**config.mk**
```make
export PLATFORM = sky130hd
export DESIGN_NAME = fifo_wr_ingress
export DESIGN_NICKNAME = d
export VERILOG_FILES = /design/src/rtl/fifo_wr_ingress.sv
export SDC_FILE = /design/constraint.sdc
export NUM_CORES = 1
export LEC_CHECK = 0
export BUFFER_PORTS_ARGS = -buffer_cell sky130_fd_sc_hd__buf_2
export CORE_MARGIN = 5
export CORE_UTILIZATION = 30
export CTS_CLUSTER_DIAMETER = 80
export DETAILED_ROUTE_END_ITERATION = 16
export GPL_ROUTABILITY_DRIVEN = 1
export PLACE_DENSITY = 0.5
export SYNTH_ARGS = -nofsm -noshare
export SYNTH_HDL_FRONTEND = slang
export SYNTH_SLANG_ARGS = --single-unit
```
**constraint.sdc**
```tcl
create_clock -name wclk -period 2.8 [get_ports wclk]
set_input_delay 0.56 -clock wclk [delete_from_list [all_inputs] [get_ports wclk]]
set_output_delay 0.56 -clock wclk [all_outputs]
set_load 0.03 [all_outputs]
```
**src/rtl/fifo_wr_ingress.sv**
```systemverilog
// fifo_wr_ingress: write-domain ingress of the async FIFO.
//   - 2-entry skid buffer (output reg ov/od + skid reg sv/sd) between the
//     client valid/ready stream and the FIFO write port (winc/wdata).
//   - 2-flop synchronizer bringing the Gray read pointer into wclk.
//   - Registered fill level and almost-full flag from wptr and r_sync.
// Ports:
//   wclk, wrst        clock, synchronous active-low reset
//   s_valid/s_data    upstream word, s_ready back-pressure (registered)
//   rptr, wptr, wfull read ptr (async, Gray), write ptr (Gray), FIFO full
//   winc, wdata       write strobe / data to full logic and RAM
//   r_sync            rptr synchronized to wclk
//   wlevel            occupancy 0..2^addr_size, walmost_full threshold flag
module fifo_wr_ingress #(
  parameter int addr_size    = 4,
  parameter int data_size    = 8,
  parameter int afull_margin = 2
) (
  input  logic                 wclk,
  input  logic                 wrst,
  input  logic                 s_valid,
  input  logic [data_size-1:0] s_data,
  output logic                 s_ready,
  input  logic [addr_size:0]   rptr,
  input  logic [addr_size:0]   wptr,
  input  logic                 wfull,
  output logic                 winc,
  output logic [data_size-1:0] wdata,
  output logic [addr_size:0]   r_sync,
  output logic [addr_size:0]   wlevel,
  output logic                 walmost_full
);
  localparam int PW = addr_size + 1;
  localparam logic [PW-1:0] AFULL_TH = PW'((2 ** addr_size) - afull_margin);

  function automatic logic [PW-1:0] g2b(input logic [PW-1:0] g);
    logic [PW-1:0] b;
    for (int i = 0; i < PW; i++) b[i] = ^(g >> i);
    return b;
  endfunction

  logic [PW-1:0]        rq1_q, rq1_d, r_sync_q, r_sync_d;
  logic [PW-1:0]        wlevel_q, wlevel_d;
  logic                 wafull_q, wafull_d;
  logic                 ov_q, ov_d, sv_q, sv_d, s_ready_q, s_ready_d;
  logic [data_size-1:0] od_q, od_d, sd_q, sd_d;
  logic                 drain, accept;

  assign drain  = ov_q & ~wfull;
  assign accept = s_valid & s_ready_q;

  always_comb begin
    rq1_d    = rptr;
    r_sync_d = rq1_q;
    // Modulo-2^PW subtraction handles wraparound of either pointer.
    wlevel_d = g2b(wptr) - g2b(r_sync_q);
    wafull_d = (wlevel_d >= AFULL_TH);

    ov_d = ov_q;
    od_d = od_q;
    sv_d = sv_q;
    sd_d = sd_q;
    if (sv_q) begin
      // s_ready is low while the skid is occupied, so no accept here.
      if (drain) begin
        ov_d = 1'b1;
        od_d = sd_q;
        sv_d = 1'b0;
      end
    end else if (drain || !ov_q) begin
      ov_d = accept;
      if (accept) od_d = s_data;
    end else if (accept) begin
      // Output held by wfull: park the word in the skid.
      sv_d = 1'b1;
      sd_d = s_data;
    end
    s_ready_d = ~sv_d;
  end

  always_ff @(posedge wclk) begin
    if (!wrst) begin
      rq1_q     <= '0;
      r_sync_q  <= '0;
      wlevel_q  <= '0;
      wafull_q  <= 1'b0;
      ov_q      <= 1'b0;
      od_q      <= '0;
      sv_q      <= 1'b0;
      sd_q      <= '0;
      s_ready_q <= 1'b0;
    end else begin
      rq1_q     <= rq1_d;
      r_sync_q  <= r_sync_d;
      wlevel_q  <= wlevel_d;
      wafull_q  <= wafull_d;
      ov_q      <= ov_d;
      od_q      <= od_d;
      sv_q      <= sv_d;
      sd_q      <= sd_d;
      s_ready_q <= s_ready_d;
    end
  end

  assign s_ready      = s_ready_q;
  assign winc         = ov_q & ~wfull;
  assign wdata        = od_q;
  assign r_sync       = r_sync_q;
  assign wlevel       = wlevel_q;
  assign walmost_full = wafull_q;
endmodule

```
==> results of run 1 <==
==> layer usage <==
| layer | share of wire | GRT usage | vias to the layer above |
|---|---|---|---|
| met1 | 0.43 | 0.119 | 519 |
| met4 | 0.017 | 0.0567 | 0 |
| met2 | 0.50 | 0.174 | 28 |
| li1 | - | - | 577 |
| met3 | 0.051 | 0.0339 | 6 |
| met5 | 0 | 0 | - |
==> flip-flops by register name (all words and copies together) (netlist names) <==
name / cells
ov_q: 1
sd_q: 8
walmost_full: 1
r_sync: 5
r_sync_d: 5
sv_q: 1
s_ready: 1
wdata: 8
wlevel: 5
==> where the power goes <==
group,total [mW],switching [mW],internal (mW),leakage [nW]
registers,0.560,0.0177,0.542,0.288
clock network,0.342,0.167,0.174,0.0422
logic,0.318,0.198,0.121,0.436
==> cell type report <==
class                   count  share of cell area
clock buffers               7              0.0422
clock inverters             1             0.00276
inverters                   3             0.00622
multi-input cells         102               0.395
flip-flops and latches     35               0.387
well taps                  67              0.0463
repair buffers             43               0.120
==> synthesized netlist by cell type, drive strengths merged (2+ instances only) <==
master,instances
buf,3
a211oi,8
xnor2,5
dfxtp,35
nand2,11
inv,3
xor2,7
o21ai,10
ha,4
nor4b,2
a21oi,11
nor2,17
clkbuf,3
and2,11
mux2i,8
==> per-stage QoR <==
step	hold slack, ns	setup TNS (ns)	setup WS (ns)
after detailed placement	0.410	-0.0430	-0.0430
after CTS	0.431	0	0.230
after global routing	0.443	0	0.0476
after floorplan	0.406	0	0.196
final	0.428	0	0.262
after global placement	0.412	0	0.0413
==> logic make-up after synthesis <==
| family | Yosys count | synth area share |
|---|---|---|
| buf+inv | 9 | 0.0275 |
| compound gates | 32 | 0.137 |
| simple gates | 45 | 0.149 |
| fa+ha+maj | 5 | 0.0481 |
| flops | 35 | 0.481 |
| xor+xnor | 12 | 0.103 |
| mux | 8 | 0.0550 |
==> layout by cell type (no fill, tap or decap), types with 2 or more instances in the layout <==
cell type	n
clkbuf_8	5
xor2_1	3
and2_1	11
xor2_2	4
xnor2_1	3
mux2i_1	8
nor2_1	17
buf_2	42
inv_1	3
ha_1	4
clkbuf_1	2
nor4b_1	2
xnor2_2	2
dfxtp_1	35
a21oi_1	11
nand2_1	11
a211oi_1	8
o21ai_0	10
==> worst max-delay path: stages <==
cell and delay (ns):
buf_2 0.12, xor2_2 0.22, xor2_2 0.22, xnor2_2 0.10, xor2_1 0.15, ha_1 0.23
fa_1 0.41, nand2b_1 0.16, a21oi_1 0.15, xnor2_1 0.10, o31a_1 0.29
==> worst max-delay path by stage <==
| stage | start | to | slack [ns] | cells after the start |
|---|---|---|---|---|
| 2_1_floorplan | wptr[4] | walmost_full$_SDFF_PN0_ | 0.20 | 10 |
| 3_3_place_gp | wptr[4] | walmost_full$_SDFF_PN0_ | 0.04 | 11 |
| 3_5_place_dp | wptr[4] | walmost_full$_SDFF_PN0_ | -0.04 | 11 |
| 4_1_cts | r_sync[4]$_SDFF_PN0_ | walmost_full$_SDFF_PN0_ | 0.23 | 10 |
| 5_1_grt | r_sync[4]$_SDFF_PN0_ | walmost_full$_SDFF_PN0_ | 0.05 | 10 |
| 6_report | wptr[4] | walmost_full$_SDFF_PN0_ | 0.26 | 11 |
==> flow_summary.yaml, run 1 <==
run_status:
  outcome: "complete, no violations"
cells_and_area:
  stdcell_area_um2: 1810
  drive_gt1_frac: 0.293
  n_fill_cell: 494
  fin_cells: 258
  antenna_cells: 0
  final_util: 0.383
  syn_to_final_growth_pct: 24.3
  fin_nets: 217
  multi_input_area_um2: 716
  register_area_um2: 701
yosys:
  yosysWarnings: 0
  synth.top_cells.by_area: "dfxtp_1, mux2i_1, and2_1, xor2_2, nor2_1"
  synth_area_um2: 1460
  ys_async_sr_fraction: 0
  synth_edf_count: 0
  syn_area_per_cell_um2: 9.98
  synth_top_cell_by_area: "dfxtp_1"
  ys_seq_area_frac: 0.481
  syn_nets: 173
  syn_inst: 146
  yosys.cell_types.count: 26
  dominantRegCellSynth: "dfxtp_1"
  synth_top_area_frac: 0.481
  ys_ff_latch: 35
critical_path:
  path_class: "primary input to flop"
  cp_max_fo: 2
  r2r_start: "r_sync[4]$_SDFF_PN0_"
  reg2reg_to: "walmost_full$_SDFF_PN0_"
  cp.arrival_ns: 2.71
  critPathLaunchType: "primary input"
  critPathRequiredTime_ns: 2.97
  reg2reg_setup_slack_ns: 0.26
  crit_path_end_kind: "flop"
  rr_worst_depth: 10
place:
  place_inst: 250
  portBuffers: 42
  dpl_cell_area_um2: 1730
  place.gp.congestion: 0.801
  dp_hpwl_um: 2280
clock_network:
  htree_num_levels: 2
  cts-resized-gates: 0
  clk-insertion-delay-late_ns: 0.28
  cts_tree: "yes"
  numCtsBuffers: 5
  ctsRootBufferMaster: "clkbuf_8"
  holdBufCountCts: 0
  clk_pin_slew_ns: 0.06
  clockBufferDepth: 2
  cts.sinks: 35
  cts_setup_buffers: 0
timing:
  period_share: 0.906
  setup_viol: 0
  drv_slew: 0
  worst_slew_margin_rel: 0.543
  period_needed_ns: 2.54
  hold_viol: 0
  fin_worst_skew_ns: 0.00278
  tightest_slew_ns: 0.685
  max_freq_ghz: 0.394
  rsz0062_at_grt: "false"
grt:
  grt_antenna_before_repair: 0
  grt_pass1_vias: 1205
  grt_pass1_wl_um: 5240
  grt_max_degree: 24
  overflow: 0
  grtUsageTotal: 0.105
floorplan:
  pin_count: 43
  core_region_area_um2: 4720
  start_util: 0.308
  die_area_um2: 6350
  die_w_um: 79.7
  die_y_um: 79.7
  rows: 25
drt:
  ant_nets: 0
  first_pass_iters: 4
  drcViolationCount: 0
  drt-initial-drc-count: 50
  via_per_inst: 4.38
  routedWlPerCell_um: 11.6
  num_vias: 1130
  drt-total-wl_um: 2980
pwr:
  vdd_drop_max_mv: 0.186
  p_leak_nw: 0.766
  power.density_nw_per_um2: 674
  p_total_mw: 1.22
hold_path:
  hold_class: "flop to flop"
  hold_depth: 1
  hold_path_startpoint: "r_sync_d[3]$_SDFF_PN0_"
  whs_endpoint: "r_sync[3]$_SDFF_PN0_"
flow_run:
  cap_violations: 0
No activity file was read; power rests on OpenSTA's default activity.
==> run 2, diff against run 1 <==
- RECOVER_POWER: not set -> 25
==> run 2 against run 1 <==
Net effect: worst setup slack about the same; utilization down 0.079 points; clock power is essentially flat; combinational power is essentially flat; cell area decreased by 0.21%; final cell count is the same; flip-flop and latch count stayed put; global-route usage is the same; critical path depth shrank 1; critical path type is now flop to flop.
==> flow_summary.yaml, run 2 (synthesis gave the netlist of run 1 again) <==
critical_path:
  critPathRequiredTime_ns: 2.97
  rr_worst_depth: 10
  crit_buf_inv: 0
  crit_slowest_cell: "fa_1"
  cp.arrival_ns: 2.71
  r2r_start: "r_sync[4]$_SDFF_PN0_"
  reg2reg_setup_slack_ns: 0.26
  path_class: "flop to flop"
  cp_cell_sequence: "xnor2_2 > xor2_2 > xor2_2 > xnor2_1 > ha_1 > fa_1 > nand2b_1 > a21oi_1 > xnor2_1 > o31a_1"
  critical-path-max-stage-delay_ns: 0.41
  critical-path-top-delay-family: "XOR/XNOR gates"
  reg2reg_to: "walmost_full$_SDFF_PN0_"
  critPathLaunchType: "flop"
  cp_max_fo: 3
  crit_path_end_kind: "flop"
place:
  place.gp.congestion: 0.801
  dpl_cell_area_um2: 1730
  post-place-ws_ns: -0.0430
  portBuffers: 42
  dp_hpwl_um: 2280
timing:
  drv_slew: 0
  period_needed_ns: 2.54
  fin_worst_skew_ns: 0.00245
  hold_viol: 0
  rsz0062_at_grt: "false"
  worst_slew_margin_rel: 0.543
  period_share: 0.906
  layout_setup_ws_ns: 0.262
  setup_viol: 0
  tightest_slew_ns: 0.684
  max_freq_ghz: 0.394
clock_network:
  numCtsBuffers: 5
  cts-resized-gates: 0
  htree_num_levels: 2
  cts.sinks: 35
  cts_setup_buffers: 0
  clk_pin_slew_ns: 0.06
  clk-insertion-delay-late_ns: 0.28
  cts_tree: "yes"
  holdBufCountCts: 0
  clockBufferDepth: 2
  ctsRootBufferMaster: "clkbuf_8"
drt:
  drt-initial-drc-count: 50
  num_vias: 1135
  routedWlPerCell_um: 11.6
  via_per_inst: 4.40
  drcViolationCount: 0
  drt-total-wl_um: 2990
  ant_nets: 0
  first_pass_iters: 4
grt:
  overflow: 0
  grtUsageTotal: 0.105
  grt_pass1_vias: 1205
  grt_antenna_before_repair: 0
  grt_max_degree: 24
  grt_pass1_wl_um: 5240
cells_and_area:
  stdcell_area_um2: 1810
  layout_commonest_cell: "buf_2"
  syn_to_final_growth_pct: 24.1
  layout_common_cells: "buf_2, dfxtp_1, nor2_1"
  drive_gt1_frac: 0.277
  n_fill_cell: 494
  fin_nets: 217
  antenna_cells: 0
flow_run:
  cap_violations: 0
floorplan:
  die_area_um2: 6350
  core_region_area_um2: 4720
  die_w_um: 79.7
  start_util: 0.308
  rows: 25
  die_y_um: 79.7
  pin_count: 43
hold_path:
  hold_class: "flop to flop"
  hold_depth: 1
  whs_endpoint: "r_sync[3]$_SDFF_PN0_"
  hold_path_startpoint: "r_sync_d[3]$_SDFF_PN0_"
pwr:
  power.density_nw_per_um2: 674
  vdd_drop_max_mv: 0.186
  p_leak_nw: 0.753
run_status:
  outcome: "complete, no violations"
==> run 2: per-stage QoR <==
step                      utilization  total power [mW]  instances  hold WS [ns]  TNS (ns)
final                           0.383              1.22        258         0.428         0
after floorplan                     -             0.800        146         0.406         0
after global placement          0.366             0.883        250         0.412         0
after global routing            0.383              1.30        258         0.443         0
after CTS                       0.383              1.24        258         0.431         0
after detailed placement        0.366             0.892        250         0.410   -0.0430
==> run 2: metal layers <==
| layer | GRT usage | share of wire | wire (um) | vias up |
|---|---|---|---|---|
| met1 | 0.119 | 0.43 | 1280 | 524 |
| met2 | 0.174 | 0.50 | 1510 | 28 |
| met3 | 0.0339 | 0.049 | 147 | 6 |
| met4 | 0.0567 | 0.017 | 51 | 0 |
| li1 | - | - | - | 577 |
| met5 | 0 | 0 | 0 | - |
==> run 2: worst max-delay path by stage <==
stage / slack [ns] / startpoint / to / depth (start not counted)
after floorplan: 0.20 / wptr[4] / walmost_full$_SDFF_PN0_ / 10
after global placement: 0.04 / wptr[4] / walmost_full$_SDFF_PN0_ / 11
after detailed placement: -0.04 / wptr[4] / walmost_full$_SDFF_PN0_ / 11
after CTS: 0.23 / r_sync[4]$_SDFF_PN0_ / walmost_full$_SDFF_PN0_ / 10
after global routing: 0.05 / r_sync[4]$_SDFF_PN0_ / walmost_full$_SDFF_PN0_ / 10
final: 0.26 / r_sync[4]$_SDFF_PN0_ / walmost_full$_SDFF_PN0_ / 10
==> run 2: layout make-up <==
| class | instances | area [um^2] | share of cell area |
|---|---|---|---|
| clock buffers | 7 | 76.3 | 0.0422 |
| clock inverters | 1 | 5.00 | 0.00277 |
| inverters | 3 | 11.3 | 0.00623 |
| multi-input cells | 102 | 716 | 0.396 |
| flip-flops and latches | 35 | 701 | 0.388 |
| well taps | 67 | 83.8 | 0.0464 |
| repair buffers | 43 | 214 | 0.118 |
==> run 2: report_power, final <==
part | switching, mW | leakage, nW | internal (mW)
registers | 0.0181 | 0.288 | 0.542
logic | 0.198 | 0.423 | 0.118
clock network | 0.168 | 0.0422 | 0.174
total | 0.384 | 0.753 | 0.834
